## src/rtl/dmem_responder.sv

```systemverilog
// Single-port data memory that answers RV32I loads/stores over a valid/ready
// request/response handshake, with a configurable number of wait states.
module dmem_responder #(
    parameter int DEPTH       = 64,
    parameter int WAIT_STATES = 1
) (
    input  logic        clk,
    input  logic        reset,
    input  logic        req_valid,
    output logic        req_ready,
    input  logic        req_we,
    input  logic [31:0] req_addr,
    input  logic [2:0]  req_funct3,
    input  logic [31:0] req_wdata,
    output logic        rsp_valid,
    input  logic        rsp_ready,
    output logic [31:0] rsp_rdata,
    output logic        rsp_err
);

    // state  | meaning
    // S_IDLE | ready for a request (only state with req_ready=1)
    // S_WAIT | counting WAIT_STATES cycles after accept
    // S_RESP | response held until rsp_ready
    typedef enum logic [1:0] {S_IDLE, S_WAIT, S_RESP} state_t;

    localparam int         IDX_W   = $clog2(DEPTH);
    localparam logic [2:0] WS_LAST = 3'(WAIT_STATES - 1);

    localparam logic [2:0] F3_B  = 3'b000;
    localparam logic [2:0] F3_H  = 3'b001;
    localparam logic [2:0] F3_W  = 3'b010;
    localparam logic [2:0] F3_BU = 3'b100;
    localparam logic [2:0] F3_HU = 3'b101;

    logic [31:0] mem [0:DEPTH-1];

    state_t      state;
    logic [2:0]  cnt;
    logic        lat_we;
    logic [31:0] lat_addr;
    logic [2:0]  lat_funct3;
    logic [31:0] lat_wdata;

    logic             accept;
    logic             enter_resp;
    logic             a_we;
    logic [31:0]      a_addr;
    logic [2:0]       a_funct3;
    logic [31:0]      a_wdata;
    logic [IDX_W-1:0] a_idx;
    logic [1:0]       a_lane;
    logic             a_err;
    logic [31:0]      rd_word;
    logic [31:0]      rd_shift;
    logic [7:0]       rd_byte;
    logic [15:0]      rd_half;
    logic [31:0]      load_data;
    logic [31:0]      rsp_data;
    logic [3:0]       wmask;
    logic [31:0]      wdata_rep;
    logic             mem_write;

    assign accept = req_valid & req_ready;

    // With zero wait states the access happens on the accept edge itself,
    // so the live request is used instead of the latched copy.
    assign a_we     = (state == S_IDLE) ? req_we     : lat_we;
    assign a_addr   = (state == S_IDLE) ? req_addr   : lat_addr;
    assign a_funct3 = (state == S_IDLE) ? req_funct3 : lat_funct3;
    assign a_wdata  = (state == S_IDLE) ? req_wdata  : lat_wdata;
    assign a_idx    = a_addr[IDX_W+1:2];
    assign a_lane   = a_addr[1:0];

    assign enter_resp = (WAIT_STATES == 0) ? accept
                                           : ((state == S_WAIT) && (cnt == WS_LAST));

    always_comb begin
        a_err = 1'b0;
        if ({2'b00, a_addr[31:2]} >= 32'(DEPTH)) a_err = 1'b1;
        case (a_funct3)
            F3_B, F3_BU: ;
            F3_H, F3_HU: if (a_addr[0]) a_err = 1'b1;
            F3_W:        if (a_addr[1:0] != 2'b00) a_err = 1'b1;
            default:     a_err = 1'b1;
        endcase
        if (a_we && a_funct3[2]) a_err = 1'b1;
    end

    assign rd_word  = mem[a_idx];
    assign rd_shift = rd_word >> {a_lane, 3'b000};
    assign rd_byte  = rd_shift[7:0];
    assign rd_half  = a_lane[1] ? rd_word[31:16] : rd_word[15:0];

    always_comb begin
        load_data = 32'h0;
        case (a_funct3)
            F3_B:    load_data = {{24{rd_byte[7]}}, rd_byte};
            F3_H:    load_data = {{16{rd_half[15]}}, rd_half};
            F3_W:    load_data = rd_word;
            F3_BU:   load_data = {24'h0, rd_byte};
            F3_HU:   load_data = {16'h0, rd_half};
            default: load_data = 32'h0;
        endcase
    end

    assign rsp_data = (a_err || a_we) ? 32'h0 : load_data;

    always_comb begin
        wmask     = 4'b1111;
        wdata_rep = a_wdata;
        case (a_funct3[1:0])
            2'b00: begin
                wmask     = 4'b0001 << a_lane;
                wdata_rep = {4{a_wdata[7:0]}};
            end
            2'b01: begin
                wmask     = a_lane[1] ? 4'b1100 : 4'b0011;
                wdata_rep = {2{a_wdata[15:0]}};
            end
            default: ;
        endcase
    end

    // Gating with reset keeps an access from landing on an edge that reset overlaps.
    assign mem_write = enter_resp & a_we & ~a_err & reset;

    always_ff @(posedge clk) begin
        if (mem_write) begin
            for (int i = 0; i < 4; i++) begin
                if (wmask[i]) mem[a_idx][8*i +: 8] <= wdata_rep[8*i +: 8];
            end
        end
    end

    always_ff @(posedge clk or negedge reset) begin
        if (!reset) begin
            state      <= S_IDLE;
            req_ready  <= 1'b1;
            rsp_valid  <= 1'b0;
            rsp_rdata  <= 32'h0;
            rsp_err    <= 1'b0;
            cnt        <= 3'd0;
            lat_we     <= 1'b0;
            lat_addr   <= 32'h0;
            lat_funct3 <= 3'd0;
            lat_wdata  <= 32'h0;
        end else begin
            case (state)
                S_IDLE: begin
                    if (accept) begin
                        lat_we     <= req_we;
                        lat_addr   <= req_addr;
                        lat_funct3 <= req_funct3;
                        lat_wdata  <= req_wdata;
                        cnt        <= 3'd0;
                        req_ready  <= 1'b0;
                        state      <= S_WAIT;
                    end
                end
                S_WAIT: begin
                    if (cnt != WS_LAST) cnt <= cnt + 3'd1;
                end
                S_RESP: begin
                    if (rsp_ready) begin
                        state     <= S_IDLE;
                        req_ready <= 1'b1;
                        rsp_valid <= 1'b0;
                        rsp_rdata <= 32'h0;
                        rsp_err   <= 1'b0;
                    end
                end
                default: state <= S_IDLE;
            endcase
            if (enter_resp) begin
                state     <= S_RESP;
                rsp_valid <= 1'b1;
                rsp_rdata <= rsp_data;
                rsp_err   <= a_err;
            end
        end
    end

endmodule

```

## config.mk

```make
export PLATFORM = sky130hd
export DESIGN_NAME = dmem_responder
export DESIGN_NICKNAME = d
export VERILOG_FILES = /design/src/rtl/dmem_responder.sv
export SDC_FILE = /design/constraint.sdc
export NUM_CORES = 2
export LEC_CHECK = 0
export CORE_AREA = 2 2 434 436
export CTS_BUF_LIST = sky130_fd_sc_hd__clkbuf_16
export DETAILED_ROUTE_END_ITERATION = 10
export DIE_AREA = 0 0 436 438
export GPL_TIMING_DRIVEN = 0
export PLACE_DENSITY = 0.65
export REMOVE_ABC_BUFFERS = 1
export SKIP_CTS_REPAIR_TIMING = 1
export SLEW_MARGIN = 20
export SYNTH_ARGS = -nofsm -noshare
export SYNTH_HDL_FRONTEND = slang
export SYNTH_SLANG_ARGS = --single-unit
export TNS_END_PERCENT = 20
```

## constraint.sdc

```tcl
create_clock -name clk -period 18.65 [get_ports clk]
set_input_delay 3.73 -clock clk [delete_from_list [all_inputs] [get_ports clk]]
set_output_delay 3.73 -clock clk [all_outputs]
set_load 0.005 [all_outputs]
```

==> reports/qor.csv <==
stage;metric;value;unit
run_status;status;finished clean;
detailed_routing;wl_met1;100000;microns
finish;final_common_cell;edfxtp_1;
critical_path;r2r-end;rsp_rdata[2]$_DFFE_PN0P_;
critical_path;endpoint_kind;register;
hold_path;min_path_cells;2;
clocking;clk_pin_slew;0.06;ns
critical_path;ff2ff_path_depth;14;
timing;fin_crit_sh;0.524;
grt;grt_start_max_net_pins;65;
grt;track_usage;0.296;
clocking;clockBufferDepth;3;
finish;fillers;14600;
floorplanning;chipWidth;436;microns
critical_path;arrival;10.52;ns
logic_synthesis;synthArstFlopShare;0.0501;
detailed_routing;drt_wl_total;287000;microns
logic_synthesis;syn_inst;5422;
logic_synthesis;ys_types;89;
detailed_routing;drt_pass1_iterations;7;
floorplanning;core_area;187000;sq um
grt;antenna_found_initial;20;
logic_synthesis;synth_area_leaders;edfxtp_1, dfrtp_1, o22ai_1;
clocking;cts_max_level;4;
logic_synthesis;synth-seq-cells;2156;
hold_path;hold_end;req_ready$_DFFE_PN1P_;
finish;nets;5712;
logic_synthesis;synth_top_cell_by_area;edfxtp_1;
detailed_routing;drt-initial-drc-count;9151;
place;numPortBuffers;106;
finish;fin_util;0.537;
pwr;p_per_area;102;nW/um^2
critical_path;crit_type;in2reg;
clocking;cts_made_buffers;208;
critical_path;ff2ff_setup_slack;11.73;ns
floorplanning;initial_core_util;0.448;
logic_synthesis;yosys_warnings;0;
hold_path;hp-start;req_ready$_DFFE_PN1P_;
logic_synthesis;syn_area;83500;sq um
clocking;cts_tree;done;
finish;syn2layout_area_growth;19.9;%
timing;drv_slew;0;
grt;grt-ovfl-total;0;
critical_path;critPathMaxStageDelay;1.06;ns
clocking;cts_num_sinks;2156;
finish;layout_common_cells;edfxtp_1, nand2_1, o22ai_1;
grt;grt_pass1_wl;401000;microns
detailed_routing;routed-wl-met2;127000;microns
timing;fin_skew;0.0554;ns
logic_synthesis;synth_top_cell_area_share;0.736;
detailed_routing;topRoutingLayerUsed;met5;
critical_path;crit_path_top_delay_cell;o41ai_1;
logic_synthesis;synth-main-ff-cell;edfxtp_1;
logic_synthesis;synth_edf_count;2048;
timing;slew_headroom;0.144;
critical_path;critical_path_peak_fanout;20;
detailed_routing;vias_per_cell;6.67;
floorplanning;rows;159;
critical_path;required;19.40;ns
clocking;clock_latency;0.88;ns
timing;tns;0;ns
timing;min_period;9.77;ns
detailed_routing;met3_length;37700;microns
place;dpl.hpwl;189000;microns
critical_path;cp-start-kind;input port;
detailed_routing;drc;0;
detailed_routing;wl_per_cell;34.5;microns
pwr;irDropWorstVdd;0.000108;V
timing;worst_pin_slew;1.25;ns
floorplanning;fp.dieH;438;microns
timing;setup_viol;0;
finish;drive_gt1_frac;0.166;
detailed_routing;drtAntennaViolNets;0;
grt;grt_pass1_vias;53000;
job;drv_cap;0;
timing;fmax;0.102;GHz
floorplanning;die-area;191000;sq um
hold_path;hold_class;reg2reg;
detailed_routing;vias;55500;
critical_path;crit_chain;clkdlybuf4s50_1 > nor3b_4 > a22oi_2 > buf_8 > buf_8 > buf_6 > buf_6 > o22ai_1 > o41ai_1 > o2111ai_1 > nor4_1 > a22oi_1 > o32a_1 > o211ai_1;
pwr;leakagePower;0.0324;uW
place;place_congestion;0.897;
floorplanning;io_pins;107;
timing;hold_violations;0;
critical_path;path_buf_inv;5;
timing;rsz0062_at_grt;false;
logic_synthesis;avgSynthCellArea;15.4;sq um
clocking;root_buffer;clkbuf_16;
logic_synthesis;yosysSeqAreaShare;0.768;
critical_path;r2r-start;state[1]$_DFFE_PN0P_;
critical_path;crit_family;compound AO/OA/AOI/OAI gates;
==> metal layers <==
metal	GRT usage	up-vias
met4	0.193	12
met2	0.441	4588
li1	-	22300
met1	0.383	27700
met5	0.00323	-
met3	0.0782	933
==> worst min-delay path: cells and delay by family, from the launching register on <==
family	cells	cell delay [ns]
simple gates	1	0.05
compound gates	1	0.07
flops	1	0.38
==> stage by stage <==
step	hold slack [ns]	instance area (sq um)	worst slack, ns	instances	power [uW]
final	0.502	100000	8.88	8324	10200
after floorplan	0.474	81800	5.36	5031	5700
after global placement	0.482	86000	-21.61	7632	6020
after detailed placement	0.495	93400	8.57	7922	6120
after CTS	0.507	100000	9.40	8309	10200
after global routing	0.519	100000	9.30	8315	10400
==> synth_stat cells (8+ instances only) <==
library cell and n:
nor2b_1 12, o31ai_1 20, o2111ai_1 10, and3_1 71, a21oi_1 81, a32oi_1 32, o32a_1 18, dfrtp_1 107
inv_1 19, nand3_1 171, nand2_1 530, o22ai_1 388, buf_2 161, nand2b_1 12, o22a_1 86, nor4_1 37
o211ai_1 25, nor2_1 272, a22oi_1 47, or3_1 10, buf_1 64, o2bb2a_1 9, o21ai_0 99, o21a_1 11
or4_1 18, nand4_1 22, a221oi_1 16, a222oi_1 14, buf_4 18, mux2i_1 119, a21o_1 9, clkbuf_1 145
nor3_1 194, edfxtp_1 2048, o41a_1 9, a211oi_1 75, a2111oi_0 10, o221ai_1 116, o32ai_1 13, o41ai_1 21
a31oi_1 86, mux2_2 70, a32o_1 11, o31a_1 8
==> power by group <==
group / switching [uW] / internal (uW) / total, uW
Clock: 1850 / 2280 / 4140
Sequential: 0 / 5330 / 5330
Combinational: 494 / 225 / 719
==> cells by family after synthesis <==
kind of cell	after synthesis	synth area share
AO/OA/AOI/OAI	1267	0.109
adder cells (fa/ha/maj)	2	0.000299
AND/OR/NAND/NOR	1397	0.0763
multiplexers	190	0.0239
buffers and inverters	410	0.0219
flip-flops	2156	0.768
==> flip-flops by register name, summed over array words and instances (netlist names) <==
name        cells
lat_wdata      32
state           2
lat_we          1
rsp_err         1
cnt             3
mem          2048
lat_funct3      3
rsp_rdata      32
req_ready       1
lat_addr       32
rsp_valid       1
==> area by class of cell <==
type | count | area (sq um) | area share
well taps | 2495 | 3120 | 0.0312
diodes | 14 | 35.0 | 0.000350
clock buffers | 210 | 5260 | 0.0525
repair buffers | 397 | 6770 | 0.0676
multi-input cells | 2856 | 19300 | 0.192
clock inverters | 177 | 1410 | 0.0141
inverters | 19 | 71.3 | 0.000712
flip-flops and latches | 2156 | 64200 | 0.641
==> worst max path at each step <==
stage,from,to,slack [ns],depth (start not counted)
finish,req_addr[4],rsp_rdata[25]$_DFFE_PN0P_,8.88,14
global route,req_addr[4],rsp_rdata[25]$_DFFE_PN0P_,9.30,14
CTS,req_addr[4],rsp_rdata[25]$_DFFE_PN0P_,9.40,14
detailed placement,req_funct3[1],mem[63][13]$_DFFE_PP_,8.57,10
global placement,state[0]$_DFFE_PN0P_,rsp_rdata[1]$_DFFE_PN0P_,-21.61,8
floorplan,req_addr[3],rsp_rdata[18]$_DFFE_PN0P_,5.36,8
No activity file was read; power rests on OpenSTA's default activity.
